## src/rtl/updi_seq_pkg.sv

```systemverilog
// -----------------------------------------------------------------------------
// updi_seq_pkg
// Shared types and constants for the UPDI line sequencer.
//   cmd_op_e    : host command opcodes carried on cmd_op
//   seq_state_e : sequencer FSM states (also visible on the dbg_state port)
//   DEF_*       : default timing constants for BREAK / GAP lengths
//   bits_reached: tests whether a bit counter is on the last bit of a phase
// -----------------------------------------------------------------------------
package updi_seq_pkg;

  typedef enum logic [1:0] {
    IDLE_BITS    = 2'd0,
    BREAK        = 2'd1,
    DOUBLE_BREAK = 2'd2,
    RESERVED     = 2'd3
  } cmd_op_e;

  typedef enum logic [2:0] {
    IDLE   = 3'd0,
    HOLD   = 3'd1,
    BRK1   = 3'd2,
    GAP    = 3'd3,
    BRK2   = 3'd4,
    TX_OWN = 3'd5
  } seq_state_e;

  localparam int unsigned DEF_DIV_W       = 16;
  localparam int unsigned DEF_DEFAULT_DIV = 16;
  localparam int unsigned DEF_BREAK_BITS  = 12;
  localparam int unsigned DEF_GAP_BITS    = 2;

  // True when the bit that is currently ending is the target-th bit of the
  // phase (cnt counts completed bits, starting at 0). Widened to 9 bits so a
  // target of 255 does not wrap.
  function automatic logic bits_reached(input logic [7:0] cnt,
                                        input logic [7:0] target);
    return ({1'b0, cnt} + 9'd1) == {1'b0, target};
  endfunction

endpackage

```

## src/rtl/updi_line_sequencer_baud_tick_gen.sv

```systemverilog
// -----------------------------------------------------------------------------
// baud_tick_gen
// Runtime-programmable bit-period strobe.
//   clk_i      : system clock
//   rst_i      : synchronous active-high reset
//   baud_div_i : cycles per bit; 0 is treated as 1
//   clear_i    : restart the bit period (counter to 0, divisor reloaded)
//   bit_tick_o : registered one-cycle pulse in the cycle after the last
//                cycle of a bit period
//   wrap_o     : combinational "this is the last cycle of the bit period";
//                lets co-located logic act on the same edge that raises
//                bit_tick_o
// The divisor is only sampled at bit boundaries (wrap) and on clear, so a
// divisor change never shortens or stretches a bit already in progress.
// -----------------------------------------------------------------------------
module baud_tick_gen #(
  parameter int unsigned DIV_W       = 16,
  parameter int unsigned DEFAULT_DIV = 16
) (
  input  logic             clk_i,
  input  logic             rst_i,
  input  logic [DIV_W-1:0] baud_div_i,
  input  logic             clear_i,
  output logic             bit_tick_o,
  output logic             wrap_o
);

  logic [DIV_W-1:0] cnt_q;
  logic [DIV_W-1:0] cnt_d;
  logic [DIV_W-1:0] div_q;
  logic [DIV_W-1:0] div_d;
  logic [DIV_W-1:0] div_sel;
  logic             tick_q;
  logic             tick_d;

  assign div_sel = (baud_div_i == '0) ? DIV_W'(1) : baud_div_i;
  assign wrap_o  = (cnt_q == (div_q - DIV_W'(1)));

  always_comb begin
    cnt_d  = cnt_q + DIV_W'(1);
    div_d  = div_q;
    tick_d = 1'b0;
    if (clear_i) begin
      // A restarted period must not emit a stray tick for the old one.
      cnt_d = '0;
      div_d = div_sel;
    end else if (wrap_o) begin
      cnt_d  = '0;
      div_d  = div_sel;
      tick_d = 1'b1;
    end
  end

  always_ff @(posedge clk_i) begin
    if (rst_i) begin
      cnt_q  <= '0;
      div_q  <= DIV_W'(DEFAULT_DIV);
      tick_q <= 1'b0;
    end else begin
      cnt_q  <= cnt_d;
      div_q  <= div_d;
      tick_q <= tick_d;
    end
  end

  assign bit_tick_o = tick_q;

endmodule

```

## src/rtl/updi_line_sequencer.sv

```systemverilog
// -----------------------------------------------------------------------------
// updi_line_sequencer
// Owns the single-wire UPDI line. Executes line-conditioning commands (idle
// bits, BREAK, double BREAK) and grants the line to the UART TX datapath,
// which shares the bit strobe generated here.
//   clk_in     : system clock
//   rst        : synchronous active-high reset
//   baud_div   : cycles per bit (0 treated as 1)
//   cmd_valid/cmd_ready/cmd_op/cmd_len : host command channel
//   cmd_done   : one-cycle pulse when a command finishes
//   cmd_err    : one-cycle pulse alongside cmd_done for the reserved opcode
//   tx_req     : TX datapath requests the line (level)
//   tx_gnt     : TX datapath owns the line
//   tx_line    : TX serial data, forwarded to the line while granted
//   bit_tick   : one-cycle pulse at the end of each bit period
//   line_out   : line drive, 1 = released/high
//   dbg_state  : current FSM state
//
// Handshakes: a command transfers on any cycle where cmd_valid && cmd_ready;
// cmd_op/cmd_len are only sampled on that cycle. cmd_ready is high exactly
// while the FSM is IDLE. tx_req is a level: the line is granted on the cycle
// after tx_req is seen in IDLE with no command pending, and released on the
// cycle after tx_req is seen low. A pending command always wins over tx_req.
// -----------------------------------------------------------------------------
module updi_line_sequencer
  import updi_seq_pkg::*;
#(
  parameter int unsigned DIV_W       = DEF_DIV_W,
  parameter int unsigned DEFAULT_DIV = DEF_DEFAULT_DIV,
  parameter int unsigned BREAK_BITS  = DEF_BREAK_BITS,
  parameter int unsigned GAP_BITS    = DEF_GAP_BITS
) (
  input  logic             clk_in,
  input  logic             rst,
  input  logic [DIV_W-1:0] baud_div,
  input  logic             cmd_valid,
  output logic             cmd_ready,
  input  logic [1:0]       cmd_op,
  input  logic [7:0]       cmd_len,
  output logic             cmd_done,
  output logic             cmd_err,
  input  logic             tx_req,
  output logic             tx_gnt,
  input  logic             tx_line,
  output logic             bit_tick,
  output logic             line_out,
  output seq_state_e       dbg_state
);

  localparam logic [7:0] BREAK_T = 8'(BREAK_BITS);
  localparam logic [7:0] GAP_T   = 8'(GAP_BITS);

  seq_state_e state_q;
  logic       line_q;
  logic       gnt_q;
  logic       done_q;
  logic       err_q;
  logic       dbl_q;
  logic [7:0] len_q;
  logic [7:0] bit_cnt_q;
  logic [7:0] bit_cnt_d;
  logic [7:0] target;
  logic       wrap;
  logic       seq_clear;
  logic       phase_last;

  // Restart the bit period whenever the line changes hands (command accept
  // or TX grant) so every owned bit is full length from its first cycle.
  assign seq_clear = (state_q == IDLE) && (cmd_valid || tx_req);

  baud_tick_gen #(
    .DIV_W       (DIV_W),
    .DEFAULT_DIV (DEFAULT_DIV)
  ) u_tick (
    .clk_i      (clk_in),
    .rst_i      (rst),
    .baud_div_i (baud_div),
    .clear_i    (seq_clear),
    .bit_tick_o (bit_tick),
    .wrap_o     (wrap)
  );

  // Bit count target of the active phase.
  always_comb begin
    target = len_q;
    case (state_q)
      BRK1, BRK2: target = BREAK_T;
      GAP:        target = GAP_T;
      default:    target = len_q;
    endcase
  end

  // The phase decision uses the wrap of the final bit (the same edge that
  // raises bit_tick), so the line changes exactly when the last bit ends.
  assign phase_last = wrap && bits_reached(bit_cnt_q, target);

  always_comb begin
    bit_cnt_d = bit_cnt_q;
    if (phase_last) begin
      bit_cnt_d = '0;
    end else if (wrap) begin
      bit_cnt_d = bit_cnt_q + 8'd1;
    end
  end

  always_ff @(posedge clk_in) begin
    if (rst) begin
      state_q   <= IDLE;
      line_q    <= 1'b1;
      gnt_q     <= 1'b0;
      done_q    <= 1'b0;
      err_q     <= 1'b0;
      dbl_q     <= 1'b0;
      len_q     <= '0;
      bit_cnt_q <= '0;
    end else begin
      done_q <= 1'b0;
      err_q  <= 1'b0;
      case (state_q)
        IDLE: begin
          line_q    <= 1'b1;
          gnt_q     <= 1'b0;
          bit_cnt_q <= '0;
          if (cmd_valid) begin
            case (cmd_op_e'(cmd_op))
              IDLE_BITS: begin
                if (cmd_len == 8'd0) begin
                  done_q <= 1'b1;
                end else begin
                  state_q <= HOLD;
                  len_q   <= cmd_len;
                end
              end
              BREAK: begin
                state_q <= BRK1;
                dbl_q   <= 1'b0;
                line_q  <= 1'b0;
              end
              DOUBLE_BREAK: begin
                state_q <= BRK1;
                dbl_q   <= 1'b1;
                line_q  <= 1'b0;
              end
              default: begin
                done_q <= 1'b1;
                err_q  <= 1'b1;
              end
            endcase
          end else if (tx_req) begin
            state_q <= TX_OWN;
            gnt_q   <= 1'b1;
          end
        end

        HOLD: begin
          bit_cnt_q <= bit_cnt_d;
          line_q    <= 1'b1;
          if (phase_last) begin
            state_q <= IDLE;
            done_q  <= 1'b1;
          end
        end

        BRK1: begin
          bit_cnt_q <= bit_cnt_d;
          line_q    <= 1'b0;
          if (phase_last) begin
            line_q <= 1'b1;
            if (dbl_q) begin
              state_q <= GAP;
            end else begin
              state_q <= IDLE;
              done_q  <= 1'b1;
            end
          end
        end

        GAP: begin
          bit_cnt_q <= bit_cnt_d;
          line_q    <= 1'b1;
          if (phase_last) begin
            state_q <= BRK2;
            line_q  <= 1'b0;
          end
        end

        BRK2: begin
          bit_cnt_q <= bit_cnt_d;
          line_q    <= 1'b0;
          if (phase_last) begin
            state_q <= IDLE;
            line_q  <= 1'b1;
            done_q  <= 1'b1;
            dbl_q   <= 1'b0;
          end
        end

        TX_OWN: begin
          // An early drop of tx_req is the datapath's problem; the line is
          // still released cleanly on the next cycle.
          if (tx_req) begin
            line_q <= tx_line;
            gnt_q  <= 1'b1;
          end else begin
            state_q <= IDLE;
            line_q  <= 1'b1;
            gnt_q   <= 1'b0;
          end
        end

        default: begin
          state_q <= IDLE;
          line_q  <= 1'b1;
          gnt_q   <= 1'b0;
        end
      endcase
    end
  end

  assign cmd_ready = (state_q == IDLE);
  assign cmd_done  = done_q;
  assign cmd_err   = err_q;
  assign tx_gnt    = gnt_q;
  assign line_out  = line_q;
  assign dbg_state = state_q;

endmodule

```

## config.mk

```make
export PLATFORM = sky130hd
export DESIGN_NAME = updi_line_sequencer
export DESIGN_NICKNAME = d
export VERILOG_FILES = /design/src/rtl/updi_seq_pkg.sv /design/src/rtl/updi_line_sequencer_baud_tick_gen.sv /design/src/rtl/updi_line_sequencer.sv
export SDC_FILE = /design/constraint.sdc
export NUM_CORES = 1
export LEC_CHECK = 0
export ABC_AREA = 1
export CORE_MARGIN = 5
export CORE_UTILIZATION = 30
export CTS_CLUSTER_DIAMETER = 150
export CTS_CLUSTER_SIZE = 14
export DETAILED_ROUTE_END_ITERATION = 12
export SETUP_SLACK_MARGIN = 0.1
export SLEW_MARGIN = 0
export SYNTH_ARGS = -nofsm -noshare
export SYNTH_HDL_FRONTEND = slang
export SYNTH_SLANG_ARGS = --single-unit
```

## constraint.sdc

```tcl
create_clock -name clk_in -period 4.78 [get_ports clk_in]
set_clock_uncertainty 0.15 [all_clocks]
set_input_delay 0.956 -clock clk_in [delete_from_list [all_inputs] [get_ports clk_in]]
set_output_delay 0.956 -clock clk_in [all_outputs]
set_load 0.05 [all_outputs]
```

==> Word level (Yosys, flattened, before mapping) <==
Index checks and enable logic that the tools add are counted.
{ "word_totals": {"reg_bits": 57, "inputBits": 31, "wordCells": 98} }
{ "classes": {"addsub": 4, "eq_ne": 20, "n_mux": 38, "bitwise_logic": 3, "reduce_logical": 22} }
{ "op_table": {"columns": ["operator", "n"], "rows": [
  ["$mux 16", 3],
  ["$pmux 8 s2", 2],
  ["$mux 3", 7],
  ["$add 16x1->16 const B", 1],
  ["$eq 16x16->1", 1],
  ["$logic_not 16->1", 1],
  ["$mux 8", 2],
  ["$sub 16x1->16 const B", 1],
  ["$mux 1", 15],
  ["$pmux 3 s5", 1],
  ["$ne 2x2->1 const B", 5],
  ["$add 8x1->9 const B", 1],
  ["$eq 9x8->1", 1],
  ["$reduce_or 3->1", 3],
  ["$add 8x1->8 const B", 1],
  ["$logic_not 8->1", 1],
  ["$reduce_and 4->1", 2],
  ["$reduce_or 2->1", 4],
  ["$reduce_and 7->1", 1],
  ["$eq 3x2->1 const B", 2],
  ["$eq 3x3->1 const B", 2],
  ["$ne 3x1->1 const B", 2],
  ["$pmux 1 s2", 3],
  ["$pmux 1 s3", 2],
  ["other kinds (18)", 23]
]} }

==> Depth between registers and ports, before layout <==
{ "logic_depth": {"depth_word": 7, "mapped_depth": 17, "mapped_depth_nobuf": 17} }

==> Cells and area by module <==
From an unflattened synthesis, not the netlist that was laid out.
{ "hier_totals": {"hier_cells": 580, "area_unflattened_um2": 3754.9} }
{ "by_module_without_submodules": {"columns": ["module", "instances", "cells_per_inst", "area_per_inst_um2", "seq_area_each_um2"], "rows": [
  ["baud_tick_gen", 1, 329, 2135.8, 660.6],
  ["updi_line_sequencer", 1, 251, 1619.1, 480.5]
]} }

==> Least setup slack after synthesis <==
No wires, ideal clock.
{ "synth_path": {"path_type": "flip-flop to flip-flop", "from": "reg state_q[1], in the netlist dbg_state[1]", "to": "reg len_q[5]", "setup_time_ns": 0.119, "t_arrival_ns": 2.267, "required_time_ns": 4.511, "setup_slack_ns": 2.243, "path_stages_with_launch": 12, "cell_sequence": "dfxtp_1 > inv_1 > nand2_1 > nor2_2 > inv_1 > nor2_1 > nand2_1 > nor2_1 > inv_1 > buf_2 > o21ai_0 > a21oi_1"} }
{ "synth_via": {"elab_chain_len": 2} }
{ "synth_rtl": {"columns": ["element", "line_no", "rtl"], "rows": [
  ["start, declared", "updi_line_sequencer.sv:53", "seq_state_e state_q;"],
  ["start signal, assigned", "updi_line_sequencer.sv:108", "state_q <= IDLE;"],
  ["start signal, assigned", "updi_line_sequencer.sv:130", "state_q <= HOLD;"],
  ["start signal, assigned", "updi_line_sequencer.sv:135", "state_q <= BRK1;"],
  ["$logic_not 3->1", null, null],
  ["via cmd_ready", "updi_line_sequencer.sv:37", "output logic cmd_ready,"],
  ["$reduce_and 4->1 (no source line)", null, null],
  ["end signal, assigned", "updi_line_sequencer.sv:131", "len_q <= cmd_len;"],
  ["end, declared", "updi_line_sequencer.sv:59", "logic [7:0] len_q;"]
]} }
The timed path passes the listed nets, and every way through them passes these cells.
A chain may end at the register's enable or synchronous reset.

==> Worst setup path after layout <==
{ "layout_path": {"from": "reg state_q[1], in the netlist dbg_state[1]", "to": "out cmd_ready"} }
{ "layout_via": {"elab_chain_len": 1} }
{ "layout_rtl": {"columns": ["element", "line_no", "rtl"], "rows": [
  ["$logic_not 3->1", "updi_line_sequencer.sv:220", "assign cmd_ready = (state_q == IDLE);"],
  ["end, declared", "updi_line_sequencer.sv:37", null]
]} }
No other way between the ends.

==> metrics.yaml <==
grt_setup_unrepaired: "false"
clkLatencyLatePin_ns: 0.33
place_congestion: 0.957
synth_nets: 625
crit_buf_inv: 2
cp_max_fo: 8
min_period_over_period_pct: 65.8
fmax_ghz: 0.318
vias: 3760
grt_start_max_net_pins: 26
worst_slew_pin_slew_ns: 0.737
p_leak_nw: 1.97
core_area_um2: 12100
slew_viol_final: 0
syn_to_final_growth_pct: 21.6
synthAdderAreaFrac_pct: 2.34
synth_most_common_cell: "nand2_1"
use_met2_pct: 23.2
final_cell_count_no_fill: 799
max-vdd-ir-drop_v: 0.000206
antenna_found_initial: 0
dieArea_um2: 14800
cts_tree: "done"
cts_resized: 0
criticalPathCategory: "flop to primary output"
synth_area_um2: 3740
postCtsSetupBuffers: 0
final-hold-violation-count: 0
crit_chain: "inv_1 -> nand2_1 -> nor2_2 -> clkdlybuf4s50_1"
first_pass_iters: 5
synth_compound_area_share_pct: 9.00
antenna_cells: 0
std_cell_rows: 40
synth_xor_area_share_pct: 4.92
finalSetupTns_ns: 0
hold_path_class: "flop to flop"
clkSinkCount: 57
yosys.area_share.simple_pct: 43.4
fill_cells: 1298
synth_top_cell_by_area: "dfxtp_1"
seqCellArea_um2: 1140
drc: 0
die_h_um: 122
die_w_um: 122
cts_buffers: 9
dp_cells: 783
arrival_ns: 2.04
start_util_pct: 30.9
fin_nets: 664
slowest_delay_ns: 0.85
routed_wl_mm: 9.88
avgSynthCellArea_um2: 6.37
clkTransAtPathRegs_ns: 0.05
synth-edff-count: 0
fin_crit_ns: 3.15
dp_hpwl_mm: 7.82
yosys.cell_types.count: 39
ios: 40
outcome: "completed"
via_per_inst: 4.71
critical_path_required_ns: 3.67
clockRootBuffer: "clkbuf_16"
synthTopCellsByArea: "dfxtp_1 (31%), nand2_1 (16%), nand3_1 (9.1%)"
setup_viol: 0
wire_per_inst_um: 12.4
slowest_stage: "clkdlybuf4s50_1"
htreeDepth: 3
antenna_left: 0
seq_area_frac_synth_pct: 30.5
p_per_area_nw_per_um2: 531
synth_mux_area_share_pct: 0
worstSetupEndpointType: "primary output"
cp_top_family: "buffers and inverters"
netlist.area_leader.share_pct: 30.5
busiest_layer: "met2"
io_buffers: 39
drt_iter0_markers: 139
ys_warn_count: 0
grt_pass1_wl_mm: 16.1
synth-seq-cells: 57
synthArstFlopShare_pct: 0
startpoint_type: "flop"
synthTopCellsByCount: "nand2_1 (159), inv_1 (76), nor2_1 (70)"
synth_top_family_by_area: "simple AND/OR/NAND/NOR gates"
grt_overflow: 0
maxCapViolations: 0
synthFlopType: "dfxtp_1"
met3_usage_pct: 3.67
grt_pass1_vias: 3448
drive_gt1_share_pct: 7.29
grt_use_total_pct: 13.6
synthCells: 587
grtUsageMet1_pct: 16.4
ctsHoldBuffers: 0
multi_input_area_um2: 2230
slew-limit-headroom_pct: 50.8
ctsLongestPathBuffers: 2
==> final cells by class <==
cell class              instances  share of cell area, %
well taps                     168                   4.62
flip-flops and latches         57                   25.1
multi-input cells             441                   49.1
inverters                      77                   6.41
repair buffers                 40                   8.75
clock buffers                  13                   5.72
clock inverters                 3                  0.330
==> logic make-up (layout without fill, tap and decap cells) <==
kind of cell             after synthesis  in the layout
XOR/XNOR                              21             21
adder cells (fa/ha/maj)                7              7
buffers and inverters                 89            133
AO/OA/AOI/OAI                         59             59
flip-flops                            57             57
AND/OR/NAND/NOR                      354            354
==> tightest hold or removal path, delay by kind of cell (launching register included) <==
kind            cells  cell delay, ns
compound gates      1            0.06
buf+inv             1            0.07
flops               1            0.29
==> path summary, 6_finish.rpt <==
check,from,endpoint,slack (ns),cells after the start
worst max-delay path,dbg_state[1],cmd_ready,1.63,4
worst min register to register,len_q[7],len_q[7],0.32,2
worst min-delay path,len_q[7],len_q[7],0.32,2
worst max register to register,u_tick.div_q[0],u_tick.div_q[5],2.05,15
==> routing by layer <==
metal | vias up | wire, um
li1 | 1965 | -
met1 | 1685 | 4380
met2 | 93 | 4910
met3 | 17 | 428
met4 | 0 | 172
met5 | - | 0
==> sequential cells by signal (all words and copies together) (netlist names), 3 cells and up <==
name          count
len_q             8
dbg_state         3
bit_cnt_q         8
u_tick.cnt_q     16
u_tick.div_q     16
==> where the power goes <==
group          switching (mW)  leakage, nW  internal, mW
Sequential              0.102        0.465         0.563
Clock                   0.213        0.139         0.376
Combinational           0.778         1.37         0.382
==> through the flow <==
stage | power [mW] | utilization [%] | cell area [um^2] | hold WS, ns | worst slack, ns
after floorplan | 1.57 | - | 3740 | 0.280 | 2.24
after global routing | 2.62 | 37.6 | 4550 | 0.332 | 1.51
after global placement | 1.82 | 35.3 | 4270 | 0.301 | 1.88
after CTS | 2.43 | 37.6 | 4550 | 0.312 | 1.63
after detailed placement | 1.83 | 35.3 | 4270 | 0.303 | 1.80
final | 2.41 | 37.6 | 4550 | 0.315 | 1.63
==> cells in the final DEF, fill, tap and decap left out, types with 2 or more instances in the layout <==
| master | n |
|---|---|
| xnor2_1 | 6 |
| ha_1 | 7 |
| nand2_4 | 3 |
| nand2_1 | 159 |
| dfxtp_1 | 57 |
| inv_1 | 76 |
| xor2_1 | 15 |
| nor2_4 | 3 |
| clkbuf_1 | 2 |
| nand3_1 | 68 |
| or2_2 | 2 |
| nor3_1 | 7 |
| clkdlybuf4s50_1 | 39 |
| o21ai_2 | 4 |
| nor3b_2 | 3 |
| o211ai_1 | 2 |
| a31oi_1 | 2 |
| nor3_2 | 2 |
| nand3b_1 | 8 |
| nand4_1 | 6 |
| clkinv_2 | 3 |
| nand2_2 | 4 |
| nor2_1 | 70 |
| a21oi_1 | 25 |
| clkbuf_16 | 9 |
| clkbuf_8 | 2 |
| o21ai_0 | 20 |
| nor4_1 | 9 |
| nor2_2 | 7 |
(Power assumes the default switching activity.)
